## config.mk

```make
export PLATFORM = sky130hd
export DESIGN_NAME = hll_dma_read_splitter_flat
export DESIGN_NICKNAME = d
export VERILOG_FILES = /design/src/rtl/hll_dma_read_splitter_if.sv /design/src/rtl/hll_dma_read_splitter.sv /design/src/flat_wrapper.sv
export SDC_FILE = /design/constraint.sdc
export NUM_CORES = 1
export LEC_CHECK = 0
export BUFFER_PORTS_ARGS = -buffer_cell sky130_fd_sc_hd__buf_4
export CAP_MARGIN = 20
export CORE_UTILIZATION = 25
export CTS_BUF_LIST = sky130_fd_sc_hd__clkbuf_4 sky130_fd_sc_hd__clkbuf_8
export CTS_CLUSTER_SIZE = 28
export DETAILED_ROUTE_END_ITERATION = 16
export GPL_ROUTABILITY_DRIVEN = 0
export GPL_TIMING_DRIVEN = 0
export PLACE_DENSITY = 0.48
export SLEW_MARGIN = 20
export SYNTH_ARGS = -nofsm -noshare
export SYNTH_HDL_FRONTEND = slang
export SYNTH_SLANG_ARGS = --single-unit
```

## constraint.sdc

```tcl
create_clock -name user_clk -period 7.9 [get_ports user_clk]
set_input_delay 0.79 -clock user_clk [delete_from_list [all_inputs] [get_ports user_clk]]
set_output_delay 0.79 -clock user_clk [all_outputs]
set_load 0.05 [all_outputs]
```

## src/rtl/hll_dma_read_splitter_if.sv

```systemverilog
// Bundles the descriptor, read-command and snooped read-data streams of the
// HyperLogLog DMA read splitter; master is the splitter's view.
interface hll_dma_read_splitter_if;
   logic        s_axis_param_valid;
   logic        s_axis_param_ready;
   logic [95:0] s_axis_param_data;

   logic        m_axis_dma_read_cmd_valid;
   logic        m_axis_dma_read_cmd_ready;
   logic [63:0] m_axis_dma_read_cmd_address;
   logic [31:0] m_axis_dma_read_cmd_length;

   logic        rd_data_beat_valid;
   logic        rd_data_beat_ready;
   logic        rd_data_beat_last;

   modport master (
      input  s_axis_param_valid,
      output s_axis_param_ready,
      input  s_axis_param_data,
      output m_axis_dma_read_cmd_valid,
      input  m_axis_dma_read_cmd_ready,
      output m_axis_dma_read_cmd_address,
      output m_axis_dma_read_cmd_length,
      input  rd_data_beat_valid,
      input  rd_data_beat_ready,
      input  rd_data_beat_last
   );

   modport slave (
      output s_axis_param_valid,
      input  s_axis_param_ready,
      output s_axis_param_data,
      input  m_axis_dma_read_cmd_valid,
      output m_axis_dma_read_cmd_ready,
      input  m_axis_dma_read_cmd_address,
      input  m_axis_dma_read_cmd_length,
      output rd_data_beat_valid,
      output rd_data_beat_ready,
      output rd_data_beat_last
   );
endinterface

```

## src/rtl/hll_dma_read_splitter.sv

```systemverilog
// Splits one {length, address} job into size-limited, page-safe DMA read
// commands, throttles on outstanding commands and pulses done when all data is back.
module hll_dma_read_splitter #(
   parameter int MAX_CMD_BYTES   = 4096,
   parameter int PAGE_BYTES      = 4096,
   parameter int MAX_OUTSTANDING = 8,
   parameter int BEAT_BYTES      = 64
) (
   input  logic                   user_clk,
   input  logic                   user_areset,
   hll_dma_read_splitter_if.master bus,
   output logic                   busy,
   output logic                   done,
   output logic [31:0]            cmds_issued,
   output logic [1:0]             o_dbg_state
);
   // All streams use valid/ready: a transfer happens on a rising edge where
   // both are high; the producer holds payload stable while valid && !ready.

   localparam int PAGE_W = $clog2(PAGE_BYTES);
   localparam int CNT_W  = $clog2(MAX_OUTSTANDING + 1);
   localparam logic [CNT_W-1:0] MAX_OUT_C = CNT_W'(MAX_OUTSTANDING);

   if ((MAX_CMD_BYTES < BEAT_BYTES) || (PAGE_BYTES < BEAT_BYTES) ||
       (MAX_OUTSTANDING < 1) || (MAX_OUTSTANDING > 255)) begin : g_bad_cfg
      $error("hll_dma_read_splitter: invalid parameter combination");
   end

   typedef enum logic [1:0] {S_IDLE, S_CALC, S_ISSUE, S_DRAIN} state_t;

   state_t           r_state, w_state_nxt;
   logic             r_param_ready;
   logic [63:0]      r_addr;
   logic [31:0]      r_remaining;
   logic [63:0]      r_cmd_addr;
   logic [31:0]      r_cmd_len;
   logic [31:0]      r_cmds_issued;
   logic             r_busy;
   logic [CNT_W-1:0] r_outstanding, w_outstanding_nxt;

   logic             w_param_hs;
   logic             w_cmd_valid;
   logic             w_cmd_hs;
   logic             w_last_hs;
   logic             w_done;
   logic [31:0]      w_page_rem;
   logic [31:0]      w_chunk;

   assign w_param_hs  = bus.s_axis_param_valid && r_param_ready;
   assign w_cmd_valid = (r_state == S_ISSUE) && (r_outstanding < MAX_OUT_C);
   assign w_cmd_hs    = w_cmd_valid && bus.m_axis_dma_read_cmd_ready;
   assign w_last_hs   = bus.rd_data_beat_valid && bus.rd_data_beat_ready && bus.rd_data_beat_last;
   assign w_page_rem  = 32'(PAGE_BYTES) - 32'(r_addr[PAGE_W-1:0]);

   always_comb begin
      w_chunk = r_remaining;
      if (32'(MAX_CMD_BYTES) < w_chunk) w_chunk = 32'(MAX_CMD_BYTES);
      if (w_page_rem < w_chunk)         w_chunk = w_page_rem;
   end

   // A last arriving with no command in flight is spurious and is dropped.
   always_comb begin
      w_outstanding_nxt = r_outstanding;
      if (w_cmd_hs && !w_last_hs)
         w_outstanding_nxt = r_outstanding + CNT_W'(1);
      else if (!w_cmd_hs && w_last_hs && (r_outstanding != '0))
         w_outstanding_nxt = r_outstanding - CNT_W'(1);
   end

   always_comb begin
      w_state_nxt = r_state;
      w_done      = 1'b0;
      case (r_state)
         S_IDLE:  if (w_param_hs)
                     w_state_nxt = (bus.s_axis_param_data[95:64] != 32'd0) ? S_CALC : S_DRAIN;
         S_CALC:  w_state_nxt = S_ISSUE;
         S_ISSUE: if (w_cmd_hs)
                     w_state_nxt = (r_remaining == r_cmd_len) ? S_DRAIN : S_CALC;
         S_DRAIN: if (w_outstanding_nxt == '0) begin
                     w_done      = 1'b1;
                     w_state_nxt = S_IDLE;
                  end
         default: w_state_nxt = S_IDLE;
      endcase
   end

   always_ff @(posedge user_clk or posedge user_areset) begin
      if (user_areset) begin
         r_state       <= S_IDLE;
         r_param_ready <= 1'b0;
         r_addr        <= '0;
         r_remaining   <= '0;
         r_cmd_addr    <= '0;
         r_cmd_len     <= '0;
         r_cmds_issued <= '0;
         r_busy        <= 1'b0;
         r_outstanding <= '0;
      end else begin
         r_state       <= w_state_nxt;
         r_outstanding <= w_outstanding_nxt;
         r_param_ready <= (w_state_nxt == S_IDLE);
         if (w_param_hs) begin
            r_addr        <= bus.s_axis_param_data[63:0];
            r_remaining   <= bus.s_axis_param_data[95:64];
            r_cmds_issued <= '0;
            r_busy        <= 1'b1;
         end
         if (r_state == S_CALC) begin
            r_cmd_addr <= r_addr;
            r_cmd_len  <= w_chunk;
         end
         if (w_cmd_hs) begin
            r_addr        <= r_addr + 64'(r_cmd_len);
            r_remaining   <= r_remaining - r_cmd_len;
            r_cmds_issued <= r_cmds_issued + 32'd1;
         end
         if (w_done) r_busy <= 1'b0;
      end
   end

   assign bus.s_axis_param_ready          = r_param_ready;
   assign bus.m_axis_dma_read_cmd_valid   = w_cmd_valid;
   assign bus.m_axis_dma_read_cmd_address = r_cmd_addr;
   assign bus.m_axis_dma_read_cmd_length  = r_cmd_len;
   assign busy        = r_busy;
   assign done        = w_done;
   assign cmds_issued = r_cmds_issued;
   assign o_dbg_state = r_state;
endmodule

```

## src/flat_wrapper.sv

```systemverilog
// flat-port wrapper written by rule: the top's interface ports become plain ports
module hll_dma_read_splitter_flat 
#(
   parameter int MAX_CMD_BYTES   = 4096,
   parameter int PAGE_BYTES      = 4096,
   parameter int MAX_OUTSTANDING = 8,
   parameter int BEAT_BYTES      = 64
)
  (user_clk, user_areset, busy, done, cmds_issued, o_dbg_state, bus_s_axis_param_valid, bus_s_axis_param_ready, bus_s_axis_param_data, bus_m_axis_dma_read_cmd_valid, bus_m_axis_dma_read_cmd_ready, bus_m_axis_dma_read_cmd_address, bus_m_axis_dma_read_cmd_length, bus_rd_data_beat_valid, bus_rd_data_beat_ready, bus_rd_data_beat_last);
  hll_dma_read_splitter_if bus_i ();
  input  logic user_clk;
  input  logic user_areset;
  output logic busy;
  output logic done;
  output logic [31:0] cmds_issued;
  output logic [1:0] o_dbg_state;
  input wire logic [$bits(bus_i.s_axis_param_valid)-1:0] bus_s_axis_param_valid;
  output wire logic [$bits(bus_i.s_axis_param_ready)-1:0] bus_s_axis_param_ready;
  input wire logic [$bits(bus_i.s_axis_param_data)-1:0] bus_s_axis_param_data;
  output wire logic [$bits(bus_i.m_axis_dma_read_cmd_valid)-1:0] bus_m_axis_dma_read_cmd_valid;
  input wire logic [$bits(bus_i.m_axis_dma_read_cmd_ready)-1:0] bus_m_axis_dma_read_cmd_ready;
  output wire logic [$bits(bus_i.m_axis_dma_read_cmd_address)-1:0] bus_m_axis_dma_read_cmd_address;
  output wire logic [$bits(bus_i.m_axis_dma_read_cmd_length)-1:0] bus_m_axis_dma_read_cmd_length;
  input wire logic [$bits(bus_i.rd_data_beat_valid)-1:0] bus_rd_data_beat_valid;
  input wire logic [$bits(bus_i.rd_data_beat_ready)-1:0] bus_rd_data_beat_ready;
  input wire logic [$bits(bus_i.rd_data_beat_last)-1:0] bus_rd_data_beat_last;
  assign bus_i.s_axis_param_valid = bus_s_axis_param_valid;
  assign bus_s_axis_param_ready = bus_i.s_axis_param_ready;
  assign bus_i.s_axis_param_data = bus_s_axis_param_data;
  assign bus_m_axis_dma_read_cmd_valid = bus_i.m_axis_dma_read_cmd_valid;
  assign bus_i.m_axis_dma_read_cmd_ready = bus_m_axis_dma_read_cmd_ready;
  assign bus_m_axis_dma_read_cmd_address = bus_i.m_axis_dma_read_cmd_address;
  assign bus_m_axis_dma_read_cmd_length = bus_i.m_axis_dma_read_cmd_length;
  assign bus_i.rd_data_beat_valid = bus_rd_data_beat_valid;
  assign bus_i.rd_data_beat_ready = bus_rd_data_beat_ready;
  assign bus_i.rd_data_beat_last = bus_rd_data_beat_last;
  hll_dma_read_splitter #(.MAX_CMD_BYTES(MAX_CMD_BYTES), .PAGE_BYTES(PAGE_BYTES), .MAX_OUTSTANDING(MAX_OUTSTANDING), .BEAT_BYTES(BEAT_BYTES)) u_core (.user_clk(user_clk), .user_areset(user_areset), .bus(bus_i), .busy(busy), .done(done), .cmds_issued(cmds_issued), .o_dbg_state(o_dbg_state));
endmodule
```

Word level (Yosys, flattened, before mapping)
Index checks and enable logic that the tools add are counted.

cells by class
  $add $sub $neg = 6
  order comparisons = 3
  equal/unequal tests = 4
  muxes and demuxes = 20
  reduce and logical (&&, ||, !) cells = 17

operator list
  cell                      number
  $mux W32                  6
  $mux W64                  2
  $add A64 B32 Y64          1
  $add A32 B1 Y32 const B   1
  $eq A32 B32 Y1            1
  $lt A13 B32 Y1 const A    1
  $lt A32 B32 Y1            1
  $reduce_bool A32 Y1       1
  $sub A32 B32 Y32          1
  $sub A13 B12 Y14 const A  1
  $mux W2                   5
  $logic_and A1 B1 Y1       8
  $mux W4                   2
  $pmux W2 S4               1
  $add A4 B1 Y4 const B     1
  $eq A2 B2 Y1 const B      2
  $logic_not A2 Y1          2
  $logic_not A4 Y1          1
  $lt A4 B4 Y1 const B      1
  $mux W1                   4
  $reduce_bool A2 Y1        2
  $reduce_bool A4 Y1        1
  $sub A4 B1 Y4 const B     1
  $eq A2 B1 Y1 const B      1
  $logic_not A1 Y1          2

storage, ports and cells
  register bits after elaboration = 232
  input bits = 103
  output and inout bits = 134
  logic and storage cells = 59

Depth between registers and ports, before layout
Gate-level depths: netlist of run 1.

  depth in word-level cells = 12
  depth in mapped cells = 17

Worst setup path before layout of run 1
Ideal clock, no wire load.

  kind = reg2out
  start point = register u_core.r_state[1] (netlist: u_core.o_dbg_state[1])
  end point = output done
  arrival time = 3.552 ns
  slack = 3.558 ns
  stages on the path, launching flop included = 8
  buffers on the path = 0
  path through = dfrtp_1 -> nor3b_2 -> nand2_1 -> nor2_1 -> nor2_1 -> xnor2_1 -> or4_1 -> nor2_1

on the way
  word-level cells in the longest chain between the ends = 11
  elaborated cells between the ends (all ways) = 13
  those cells by class = 2 x eq/ne; 4 x mux; 7 x reduce/logical

ends and longest elaborated chain
  element                            RTL line                     text
  start: declaration                 hll_dma_read_splitter.sv:31  state_t r_state, w_state_nxt;
  start signal: assignment           hll_dma_read_splitter.sv:99  r_state <= w_state_nxt;
  $eq A2 B2 Y1 *                     hll_dma_read_splitter.sv:50  assign w_cmd_valid = (r_state == S_ISSUE) && (r_outstanding < MAX_OUT_C);
  $logic_and A1 B1 Y1 *              hll_dma_read_splitter.sv:50
  net bus_m_axis_dma_read_cmd_valid  flat_wrapper.sv:20           output wire logic [$bits(bus_i.m_axis_dma_read_cmd_valid)-1:0] bus_m_axis_dma_read_cmd_valid;
  $logic_and A1 B1 Y1 *              hll_dma_read_splitter.sv:51  assign w_cmd_hs = w_cmd_valid && bus.m_axis_dma_read_cmd_ready;
  $logic_not A1 Y1                   hll_dma_read_splitter.sv:66  else if (!w_cmd_hs && w_last_hs && (r_outstanding != '0))
  $logic_and A1 B1 Y1 (2 in a row)   hll_dma_read_splitter.sv:66
  $mux W4                            hll_dma_read_splitter.sv:66
  $mux W4 *                          hll_dma_read_splitter.sv:64  if (w_cmd_hs && !w_last_hs)
  net u_core.w_outstanding_nxt[0]    hll_dma_read_splitter.sv:39  logic [CNT_W-1:0] r_outstanding, w_outstanding_nxt;
  $logic_not A4 Y1 *                 hll_dma_read_splitter.sv:79  S_DRAIN: if (w_outstanding_nxt == '0) begin
  $mux W1 *                          hll_dma_read_splitter.sv:79
  $mux W1 *                          hll_dma_read_splitter.sv:73  case (r_state)
  end: declaration                   flat_wrapper.sv:14           output logic done;

The timed path passes the listed nets; every way through them passes the cells marked *.

Worst setup path after layout of run 1
  start point = register u_core.r_remaining[13]
  end point = register u_core.r_cmd_len[2] (netlist: u_core.bus.m_axis_dma_read_cmd_length[2])

on the way
  word-level cells in the longest chain between the ends = 4

ends and longest elaborated chain
  element                   RTL line                      text
  start: declaration        hll_dma_read_splitter.sv:34   logic [31:0] r_remaining;
  start signal: assignment  hll_dma_read_splitter.sv:104  r_remaining <= bus.s_axis_param_data[95:64];
  start signal: assignment  hll_dma_read_splitter.sv:114  r_remaining <= r_remaining - r_cmd_len;
  $lt A13 B32 Y1            hll_dma_read_splitter.sv:57   if (32'(MAX_CMD_BYTES) < w_chunk) w_chunk = 32'(MAX_CMD_BYTES);
  $mux W32 *                hll_dma_read_splitter.sv:57
  $lt A32 B32 Y1            hll_dma_read_splitter.sv:58   if (w_page_rem < w_chunk) w_chunk = w_page_rem;
  $mux W32 *                hll_dma_read_splitter.sv:58
  end signal: assignment    hll_dma_read_splitter.sv:110  r_cmd_len <= w_chunk;
  end: declaration          hll_dma_read_splitter.sv:36   logic [31:0] r_cmd_len;

Mark *: on every way between the ends. The rest lies on a longest branch, timed or not.
A chain may end at the register's enable or synchronous reset.

==> results of run 1 <==
==> final cells by class <==
class	count	area, um^2
plain buffers	77	303
clock buffers	72	903
clock inverters	8	109
fillers	5963	38500
inverters	68	263
multi-input cells	1263	8090
flip-flops and latches	232	5810
well taps	756	946
repair buffers	238	1830
==> worst max-delay path, cell delays in order (launching register included) <==
cell and delay [ns]:
dfrtp_1 0.41, nor4_1 0.50, nand4_1 0.22, or4_1 0.57, a21oi_1 0.23, clkbuf_1 0.30, and2_1 0.21, inv_1 0.05
ha_1 0.28, and3_1 0.18, nand3_1 0.11, nor3_1 0.26, o21a_1 0.17, nor3_1 0.05, nand3_1 0.21, buf_1 0.64
mux2i_1 0.28, o21ai_0 0.10
==> cell usage in the layout, fill, tap and decap left out, types with 14 or more instances in the layout <==
| master | count |
|---|---|
| dfrtp_1 | 232 |
| a21oi_1 | 81 |
| a31oi_1 | 55 |
| xnor2_1 | 44 |
| nand3_1 | 55 |
| nor3_1 | 28 |
| and2_1 | 40 |
| and3_1 | 27 |
| buf_4 | 237 |
| nand4_1 | 27 |
| nor4_1 | 22 |
| ha_1 | 79 |
| mux2i_1 | 27 |
| inv_1 | 67 |
| clkbuf_4 | 14 |
| mux2_2 | 63 |
| xor2_1 | 25 |
| o21ai_0 | 98 |
| clkbuf_1 | 67 |
| nand2_1 | 248 |
| clkbuf_8 | 58 |
| nor2_1 | 138 |
| o211ai_1 | 15 |
| a21o_1 | 26 |
==> through the flow <==
| step | setup WS (ns) | instance area [um^2] | TNS (ns) |
|---|---|---|---|
| detailed placement | 3.03 | 17200 | 0 |
| global route | 2.51 | 18200 | 0 |
| CTS | 2.96 | 18200 | 0 |
| floorplan | 0.749 | 14500 | 0 |
| finish | 2.96 | 18200 | 0 |
| global placement | -2.87 | 17200 | -661.21 |
==> path summary, 6_finish.rpt <==
check | start | to | slack [ns] | cells past startpoint
max | u_core.r_remaining[13] | u_core.bus.m_axis_dma_read_cmd_length[2] | 2.96 | 17
min | user_areset | u_core.cmds_issued[19] | 0.24 | 2
max reg2reg | u_core.r_remaining[13] | u_core.bus.m_axis_dma_read_cmd_length[2] | 2.96 | 17
min reg2reg | u_core.bus.m_axis_dma_read_cmd_address[42] | u_core.bus.m_axis_dma_read_cmd_address[42] | 0.48 | 2
max in group asynchronous | user_areset | u_core.r_addr[8] | 6.81 | 3
min in group user_clk | bus_s_axis_param_data[47] | u_core.r_addr[47] | 0.38 | 2
==> state kept, by name (all words and copies together), names as in the netlist <==
signal	cells
u_core.r_outstanding	4
u_core.bus.s_axis_param_ready	1
u_core.bus.m_axis_dma_read_cmd_length	32
u_core.o_dbg_state	2
u_core.bus.m_axis_dma_read_cmd_address	64
u_core.busy	1
u_core.cmds_issued	32
u_core.r_remaining	32
u_core.r_addr	64
==> power by group through the flow <==
stage	clock [mW]	combinational (mW)	sequential, mW
6_report	1.38	4.38	2.16
5_1_grt	1.48	4.81	2.23
4_1_cts	1.43	4.40	2.17
3_5_place_dp	0	4.38	2.18
3_3_place_gp	0	4.33	2.17
2_1_floorplan	0	2.53	2.69
==> logic make-up (layout without fill, tap and decap cells) <==
logic type | count (synthesis) | after routing | share of synthesized area (%)
buffers and inverters | 145 | 463 | 3.86
and+or+nand+nor | 639 | 639 | 20.8
AOI/OAI and AO/OA | 384 | 384 | 17.1
DFF | 232 | 232 | 40.2
muxes | 90 | 90 | 6.78
xor gates and xnor gates | 69 | 69 | 4.18
adders and majority gates | 81 | 81 | 7.12
==> layer usage <==
metal  up-vias  global-route usage, %  share of wire [%]
li1       6445                      -                  -
met5         -                      0               0.12
met4        10                   4.99                2.4
met1      6613                   24.5                 45
met2       394                   29.6                 46
met3        84                   5.07                7.0
==> qor.log, run 1 <==
INFO  run_status     outcome=complete, no violations
INFO  yosys          yosysWarningCount=0
INFO  global_route   antenna_found_initial=5
INFO  die            dieHeight=242um
INFO  yosys          synth.avg_cell_area=8.81um^2
INFO  sta            relSlewSlack=29.0%
INFO  sta            clock-skew-final=0.0430ns
INFO  sta            worstMarginPinSlew=1.06ns
INFO  sta            slew_viol_final=0
INFO  clock_network  clock_sink_count=232
INFO  die            die_area=0.0588mm^2
INFO  yosys          synth_common_cells=248 x nand2_1, 232 x dfrtp_1, 138 x nor2_1
INFO  setup_path     required_time_reported_for_the_critical_path_endpoint=8.35ns
INFO  cells_and_area drive_gt1_share=21.0%
INFO  sta            report.final.hold_viol_count=0
INFO  cells_and_area final-instance-count-excl-fill=2714
INFO  drt            wl_per_cell=20.4um
INFO  yosys          yosysMostFrequentCell=nand2_1
INFO  pwr            power_density=435mW/mm^2
INFO  yosys          ys_seq_area_share=40.2%
INFO  setup_path     critical_path_peak_fanout=10
INFO  yosys          post_synth_num_cell_types=67
INFO  pwr            leakage=8.05nW
INFO  sta            setup-violations-final=0
INFO  drt            drc=0
INFO  clock_network  clk_root_buffer_cell=clkbuf_8
INFO  drt            total_via_count_in_the_routed_design=13500
INFO  setup_path     start_kind=flip-flop
INFO  yosys          ys_ff_latch=232
INFO  global_route   gr-usage-all-layers=18.6%
INFO  drt            route.detailed.vias_per_inst=4.99
INFO  yosys          synth-async-reset-ratio=100%
INFO  yosys          synthFlopType=dfrtp_1
INFO  cells_and_area n_antenna_cell=0
INFO  worst_hold_path holdCritPathClass=in -> async
INFO  clock_network  tritoncts=yes
INFO  placement      dp_hpwl=42300um
INFO  setup_path     setup.worst_path.end_class=flip-flop
INFO  pwr            finalPower=7.93mW
INFO  yosys          netlist_instances=1640
INFO  clock_network  cts.reportedPaths.clkPinSlew=0.07ns
INFO  sta            timing.hold.ws=0.241ns
INFO  clock_network  clk_path_buf_depth=3
INFO  die            row_count=87
INFO  yosys          synthesis.nets=1824
INFO  sta            timing.final.crit_period=4.94ns
INFO  yosys          netlist_area=0.0145mm^2
INFO  cells_and_area finish.utilization=32.2%
INFO  pwr            netSwitchingFraction=48.4%
INFO  die            die_width=242um
INFO  pwr            power.ir.vdd_worst=0.000203V
INFO  drt            detail_route.first_pass.iterations=5
INFO  clock_network  numCtsBuffers=46
INFO  drt            detail_route.wirelength=55300um
INFO  drt            dr.first_iter.drc_count=1064
INFO  pwr            share_clk_of_total_power=17.4%
INFO  global_route   vias_in_the_first_global_route=13400
INFO  pwr            internal_power=4.09mW
INFO  pwr            combinationalPowerShare=55.3%
INFO  die            floorplan.core_area=0.0567mm^2
INFO  drt            route.antenna.remaining_nets=0
INFO  sta            max_freq=203MHz
INFO  clock_network  htree_levels=2
INFO  clock_network  cts_hold_buf=0
INFO  placement      dpl.cell_count=2634
INFO  yosys          synthTopCellsByArea=dfrtp_1 40%, ha_1 6.8%, nand2_1 6.4%, mux2_2 4.9%, nor2_1 3.6%
INFO  clock_network  clk-insertion-delay-late=0.63ns
INFO  setup_path     timing.setup.critical_path_class=reg -> reg
INFO  clock_network  cts_resized=0
INFO  setup_path     critical_path_arrival=5.39ns
INFO  placement      io_buffer_count=236
INFO  global_route   first_pass_grt_wire_length=83900um
INFO  die            top_level_ports=237
INFO  sta            post-route-period-util=62.5%
INFO  flow_run       cap_viol_max_count=0
INFO  yosys          synth-edff-count=0
INFO  cells_and_area syn2layout_area_growth=26.2%
INFO  pwr            p_seq_share=27.3%
INFO  die            start_util=25.5%
INFO  pwr            p_switching=3.84mW
INFO  clock_network  post_cts_buffers=0
INFO  global_route   grt_max_degree=83
INFO  sta            rsz_0062_raised_after_global_routing=no
INFO  yosys          synth_top_cell_area_share=40.2%
INFO  global_route   grt_overflow_total=0
INFO  yosys          synthDominantAreaCellType=dfrtp_1
INFO  cells_and_area num-nets-final=2110
Power figures use the tool's default switching activity.
==> inputs of run 2 (changes only) <==
ABC_AREA = 1   (was not set)
clock period = 4.91 ns   (was 7.9 ns; I/O delays follow)
==> run 2 against run 1 <==
Effect of this change: sequential cell count stayed put; sequential share of layout area is 1.9 points lower; clock skew is 0.0051 ns lower; register-to-register slack worse by 1.6 ns; worst setup slack worse by 1.6 ns; clock-buffer cell count is 2 lower; utilization is 0.25 points lower; non-clock buffer count is 13 lower; synthesized area is 7.1% higher; critical path type unchanged.
==> qor.log, run 2 <==
INFO  yosys          synth-async-reset-ratio=100%
INFO  run_status     outcome=complete, no violations
INFO  clock_network  clk_path_buf_depth=3
INFO  global_route   grt_overflow_total=0
INFO  yosys          ys_ff_latch=232
INFO  global_route   gr-usage-all-layers=19.6%
INFO  die            floorplan.core_area=0.0607mm^2
INFO  yosys          netlist_area=0.0155mm^2
INFO  global_route   first_pass_grt_wire_length=94100um
INFO  sta            worstMarginPinSlew=1.19ns
INFO  drt            drc=0
INFO  pwr            power_density=614mW/mm^2
INFO  setup_path     worst-r2r-setup-slack=1.34ns
INFO  drt            total_via_count_in_the_routed_design=16100
INFO  clock_network  clock_sink_count=232
INFO  yosys          synthFlopType=dfrtp_1
INFO  die            dieHeight=251um
INFO  clock_network  tritoncts=yes
INFO  cells_and_area drive_gt1_share=14.5%
INFO  die            top_level_ports=237
INFO  worst_hold_path hold-path-endpoint=u_core.r_addr[47]
INFO  yosys          synth.avg_cell_area=7.04um^2
INFO  global_route   grt_max_degree=34
INFO  worst_hold_path hp-start=bus_s_axis_param_data[47]
INFO  drt            wl_per_cell=18.8um
INFO  setup_path     required_time_reported_for_the_critical_path_endpoint=5.40ns
INFO  yosys          yosysWarningCount=0
INFO  drt            detail_route.first_pass.iterations=5
INFO  drt            route.detailed.vias_per_inst=4.86
INFO  clock_network  cts_resized=0
INFO  clock_network  htree_levels=2
INFO  cells_and_area finish.utilization=31.9%
INFO  sta            timing.final.crit_period=3.57ns
INFO  global_route   vias_in_the_first_global_route=15700
INFO  sta            slew_viol_final=0
INFO  die            die_area=0.0629mm^2
INFO  setup_path     critical_path.reg2reg.startpoint=u_core.r_remaining[29]
INFO  drt            detail_route.wirelength=62100um
INFO  sta            post-route-period-util=72.7%
INFO  sta            max_freq=280MHz
INFO  worst_hold_path holdCritPathClass=in -> reg
INFO  flow_run       cap_viol_max_count=0
INFO  yosys          synth_top_cell_area_share=37.5%
INFO  clock_network  clk-insertion-delay-late=0.63ns
INFO  setup_path     critical_path_peak_fanout=10
INFO  sta            report.final.hold_viol_count=0
INFO  drt            route.antenna.remaining_nets=0
INFO  setup_path     critical_path_arrival=4.06ns
INFO  setup_path     terminus_of_the_critical_flop_to_flop_path=u_core.bus.m_axis_dma_read_cmd_length[2]
INFO  placement      dp_hpwl=50200um
INFO  yosys          synthesis.nets=2382
INFO  sta            setup-violations-final=0
INFO  pwr            leakage=9.30nW
INFO  yosys          synth-edff-count=0
INFO  pwr            finalPower=11.9mW
INFO  worst_hold_path holdPathStages=3
INFO  setup_path     timing.setup.critical_path_class=reg -> reg
INFO  die            row_count=90
INFO  cells_and_area postLayoutCellArea=0.0194mm^2
INFO  sta            relSlewSlack=20.7%
INFO  sta            tns=0ns
INFO  placement      dpl-instance-area=0.0184mm^2
INFO  cells_and_area layout_common_cells=604 x nand2_1, 309 x inv_1, 237 x buf_4, 232 x dfrtp_1, 174 x nor2_1
INFO  yosys          post_synth_num_cell_types=60
INFO  cells_and_area num-nets-final=2673
INFO  sta            clock-skew-final=0.0379ns
INFO  yosys          netlist_instances=2198
INFO  setup_path     start_kind=flip-flop
INFO  die            start_util=25.5%
INFO  clock_network  clk_root_buffer_cell=clkbuf_8
INFO  yosys          ys_seq_area_share=37.5%
INFO  setup_path     setup.worst_path.end_class=flip-flop
INFO  pwr            power.ir.vdd_worst=0.000217V
INFO  yosys          synth_common_cells=604 x nand2_1, 310 x inv_1, 232 x dfrtp_1
INFO  placement      io_buffer_count=236
INFO  die            die_width=251um
INFO  cells_and_area syn2layout_area_growth=25.2%
INFO  global_route   antenna_found_initial=4
INFO  yosys          yosysMostFrequentCell=nand2_1
INFO  setup_path     reg2regPathDepth=17
INFO  drt            dr.first_iter.drc_count=1083
INFO  clock_network  cts.reportedPaths.clkPinSlew=0.06ns
INFO  sta            rsz_0062_raised_after_global_routing=no
INFO  cells_and_area layout.cells.most_common=nand2_1
INFO  clock_network  numCtsBuffers=44
INFO  yosys          synthDominantAreaCellType=dfrtp_1
INFO  yosys          synthTopCellsByArea=dfrtp_1 38%, nand2_1 15%, inv_1 7.5%, ha_1 6.4%, o21ai_0 5.6%
-- run 2: cell count changes after synthesis, sizes merged, moves of 63 or more --
cell / change
a21oi: +63
inv: +244
nand2: +361
nand3: +91
o21ai: +79
mux2: -63
-- run 2: repair_timing --
action	CTS	global route
buffers inserted	0	0
endpoints found under the hold margin	10	0
hold buffers	1	0
-- run 2: critical path: stages (launching register included) --
cell	delay, ns
dfrtp_1	0.38
inv_1	0.08
nand2_1	0.05
nor2_1	0.14
nand2_1	0.10
nor2_1	0.32
nand2_1	0.17
inv_1	0.11
clkbuf_1	0.36
nand2_1	0.17
ha_1	0.32
a21oi_1	0.13
o21ai_0	0.08
a21oi_1	0.29
clkbuf_1	0.41
nand3_1	0.14
nand3_1	0.12
nand2_1	0.06
-- run 2: how the worst max path moves through the flow --
stage / from / to / slack, ns / cells past startpoint
after floorplan: user_areset / u_core.bus.m_axis_dma_read_cmd_address[0] / 1.38 / 1
after global placement: user_areset / u_core.bus.m_axis_dma_read_cmd_address[57] / -0.34 / 2
after detailed placement: u_core.r_remaining[29] / u_core.bus.m_axis_dma_read_cmd_length[0] / 1.38 / 17
after CTS: u_core.r_remaining[29] / u_core.bus.m_axis_dma_read_cmd_length[0] / 1.33 / 17
after global routing: u_core.r_remaining[28] / u_core.bus.m_axis_dma_read_cmd_length[0] / 1.03 / 17
final: u_core.r_remaining[29] / u_core.bus.m_axis_dma_read_cmd_length[2] / 1.34 / 17
-- run 2: cell families after synthesis --
kind of cell / Yosys count / synth area share (%)
buffers and inverters: 371 / 9.04
AND/OR/NAND/NOR: 1048 / 28.9
XOR/XNOR: 29 / 1.64
adder cells (fa/ha/maj): 81 / 6.65
multiplexers: 8 / 0.518
flip-flops: 232 / 37.5
AO/OA/AOI/OAI: 429 / 15.7
-- run 2: report_power, final --
part | internal [mW] | switching (mW) | leakage, nW | total, mW
Combinational | 2.03 | 4.42 | 5.81 | 6.45
Clock | 1.20 | 0.904 | 0.505 | 2.10
Sequential | 2.63 | 0.704 | 2.99 | 3.33
-- run 2: layout make-up --
class,instances,area [um^2]
buffer,57,220
clock buffer,70,888
clock inverter,7,76.3
timing repair buffer,245,1950
antenna,1,2.50
inverter,314,1180
multi-input combinational,1595,8270
tap,782,978
fill,6607,41300
sequential,232,5810
-- run 2: stage by stage --
stage               instances  setup WS [ns]  hold WS [ns]
floorplan                2198           1.38         0.486
global placement         3216         -0.341         0.474
detailed placement       3224           1.38         0.468
CTS                      3302           1.33        0.0496
global route             3303           1.03        0.0762
finish                   3303           1.34        0.0988
-- run 2: metal layers --
metal	wire, um	vias to the layer above	GRT usage (%)
li1	-	7807	-
met1	27900	7618	26.1
met2	28000	527	31.7
met3	4440	98	4.32
met4	1670	4	5.73
met5	27	-	0
==> inputs of run 3 (changes only) <==
clock period = 3.7 ns   (was 4.91 ns; I/O delays follow)
==> run 3 against run 2 <==
Effect of this change: die area unchanged; register-to-register slack worse by 0.93 ns; wire length up 0.82%; maximum frequency up 8.5%; highest routed layer unchanged; total power up 33%; largest cell class unchanged; global-route usage up 0.20 points; via count up 1.5%; critical path type unchanged; critical path depth down 10; utilization up 1.2 points; sequential power up 33%; combinational power up 34%.
==> qor.log, run 3 (synthesis results as in run 2) <==
INFO  run_status     outcome=complete, no violations
INFO  setup_path     reg2regPathDepth=7
INFO  global_route   vias_in_the_first_global_route=16100
INFO  die            top_level_ports=237
INFO  setup_path     terminus_of_the_critical_flop_to_flop_path=u_core.r_remaining[27]
INFO  sta            rsz_0062_raised_after_global_routing=no
INFO  pwr            power_density=788mW/mm^2
INFO  sta            setup-violations-final=0
INFO  setup_path     setup.worst_path.end_class=flip-flop
INFO  pwr            leakage=9.61nW
INFO  die            die_width=251um
INFO  clock_network  clock_sink_count=232
INFO  pwr            finalPower=15.8mW
INFO  die            row_count=90
INFO  setup_path     worst-r2r-setup-slack=0.41ns
INFO  setup_path     start_kind=flip-flop
INFO  flow_run       cap_viol_max_count=0
INFO  worst_hold_path holdCritPathClass=in -> reg
INFO  cells_and_area layout.cells.most_common=nand2_1
INFO  global_route   first_pass_grt_wire_length=95500um
INFO  clock_network  tritoncts=yes
INFO  sta            post-route-period-util=88.9%
INFO  drt            total_via_count_in_the_routed_design=16300
INFO  setup_path     startpoint=u_core.o_dbg_state[0]
INFO  sta            tns=0ns
INFO  setup_path     critical_path_arrival=3.84ns
INFO  setup_path     critical_path.reg2reg.startpoint=u_core.o_dbg_state[0]
INFO  die            die_area=0.0629mm^2
INFO  cells_and_area syn2layout_area_growth=29.9%
INFO  clock_network  htree_levels=2
INFO  placement      dp_hpwl=50200um
INFO  setup_path     timing.setup.critical_path_class=reg -> reg
INFO  sta            max_freq=304MHz
INFO  cells_and_area finish.utilization=33.1%
INFO  sta            slew_viol_final=0
INFO  worst_hold_path hp-start=bus_s_axis_param_data[42]
INFO  clock_network  clk-insertion-delay-late=0.63ns
INFO  drt            wl_per_cell=18.5um
INFO  drt            drc=0
INFO  drt            detail_route.first_pass.iterations=5
INFO  die            start_util=25.5%
INFO  global_route   grt_overflow_total=0
INFO  clock_network  clk_path_buf_depth=3
INFO  sta            relSlewSlack=20.6%
INFO  global_route   grt_max_degree=34
INFO  clock_network  numCtsBuffers=44
INFO  cells_and_area layout_common_cells=604 x nand2_1, 309 x inv_1, 237 x buf_4, 232 x dfrtp_1, 174 x nor2_1
INFO  placement      io_buffer_count=236
INFO  die            dieHeight=251um
INFO  clock_network  cts.reportedPaths.clkPinSlew=0.06ns
INFO  drt            route.antenna.remaining_nets=0
INFO  sta            worstMarginPinSlew=1.19ns
INFO  drt            dr.first_iter.drc_count=1112
INFO  sta            timing.final.crit_period=3.29ns
INFO  sta            clock-skew-final=0.0350ns
INFO  global_route   gr-usage-all-layers=19.8%
INFO  clock_network  clk_root_buffer_cell=clkbuf_8
INFO  global_route   antenna_found_initial=6
INFO  cells_and_area drive_gt1_share=14.2%
INFO  worst_hold_path hold-path-endpoint=u_core.r_addr[42]
INFO  drt            detail_route.wirelength=62600um
INFO  setup_path     critical_path_peak_fanout=10
INFO  die            floorplan.core_area=0.0607mm^2
INFO  worst_hold_path holdPathStages=5
INFO  drt            route.detailed.vias_per_inst=4.83
INFO  cells_and_area num-nets-final=2744
INFO  setup_path     required_time_reported_for_the_critical_path_endpoint=4.25ns
INFO  pwr            power.ir.vdd_worst=0.000288V
INFO  sta            report.final.hold_viol_count=0
run 3: cell types whose count changed in the layout (fill, tap and decap cells not counted), sizes merged:
cell / change
clkbuf: -1
dlygate4sd3: +72
diode: +3
run 3: through the flow:
stage	std cells	instance area [um^2]	setup slack, ns	hold slack [ns]
global placement	3216	18200	-1.43	0.474
detailed placement	3224	18400	0.171	0.361
CTS	3374	20100	0.123	0.00532
finish	3377	20100	0.410	0.0513
floorplan	2198	15500	0.294	0.486
global route	3377	20100	0.0371	0.0328
run 3: worst max-delay path, cell delays in order, from the launching register on:
cell and delay (ns):
dfrtp_1 0.44, nor3_4 0.26, nand2_4 0.18, inv_2 0.13, clkbuf_1 0.84, buf_1 0.95
nand3_1 0.30, nand3_1 0.14
run 3: repair_timing:
| action | 4_1_cts | 5_1_grt |
|---|---|---|
| resized for setup | 0 | 4 |
| setup buffers | 0 | 0 |
| endpoints found under the setup margin | 0 | 10 |
| endpoints found under the hold margin | 142 | 0 |
| hold buffers | 73 | 0 |
run 3: routing by layer:
metal | vias to the layer above | track usage [%] | part of all wire [%]
met1 | 7685 | 26.5 | 46
met2 | 547 | 31.9 | 45
met4 | 2 | 6.17 | 2.9
li1 | 7969 | - | -
met3 | 99 | 3.87 | 6.6
met5 | - | 0 | 0.027
run 3: final cells by class:
cell class	count	area [um^2]
flip-flops and latches	232	5810
inverters	314	1180
well taps	782	978
clock inverters	7	76.3
clock buffers	70	888
fillers	6585	40600
repair buffers	317	2670
plain buffers	56	219
multi-input cells	1595	8270
diodes	4	10.0
run 3: how the worst max path moves through the flow:
stage / endpoint / slack [ns] / depth (start not counted)
after global placement: u_core.bus.m_axis_dma_read_cmd_address[57] / -1.43 / 2
after detailed placement: u_core.bus.m_axis_dma_read_cmd_length[0] / 0.17 / 17
after global routing: u_core.bus.m_axis_dma_read_cmd_length[5] / 0.04 / 18
after floorplan: u_core.bus.m_axis_dma_read_cmd_address[0] / 0.29 / 1
after CTS: u_core.bus.m_axis_dma_read_cmd_length[0] / 0.12 / 17
final: u_core.r_remaining[27] / 0.41 / 7
run 3: where the power goes:
group          leakage (nW)  switching (mW)  internal, mW
Clock                 0.505            1.20          1.59
Combinational          6.12            5.88          2.74
Sequential             2.99           0.933          3.49
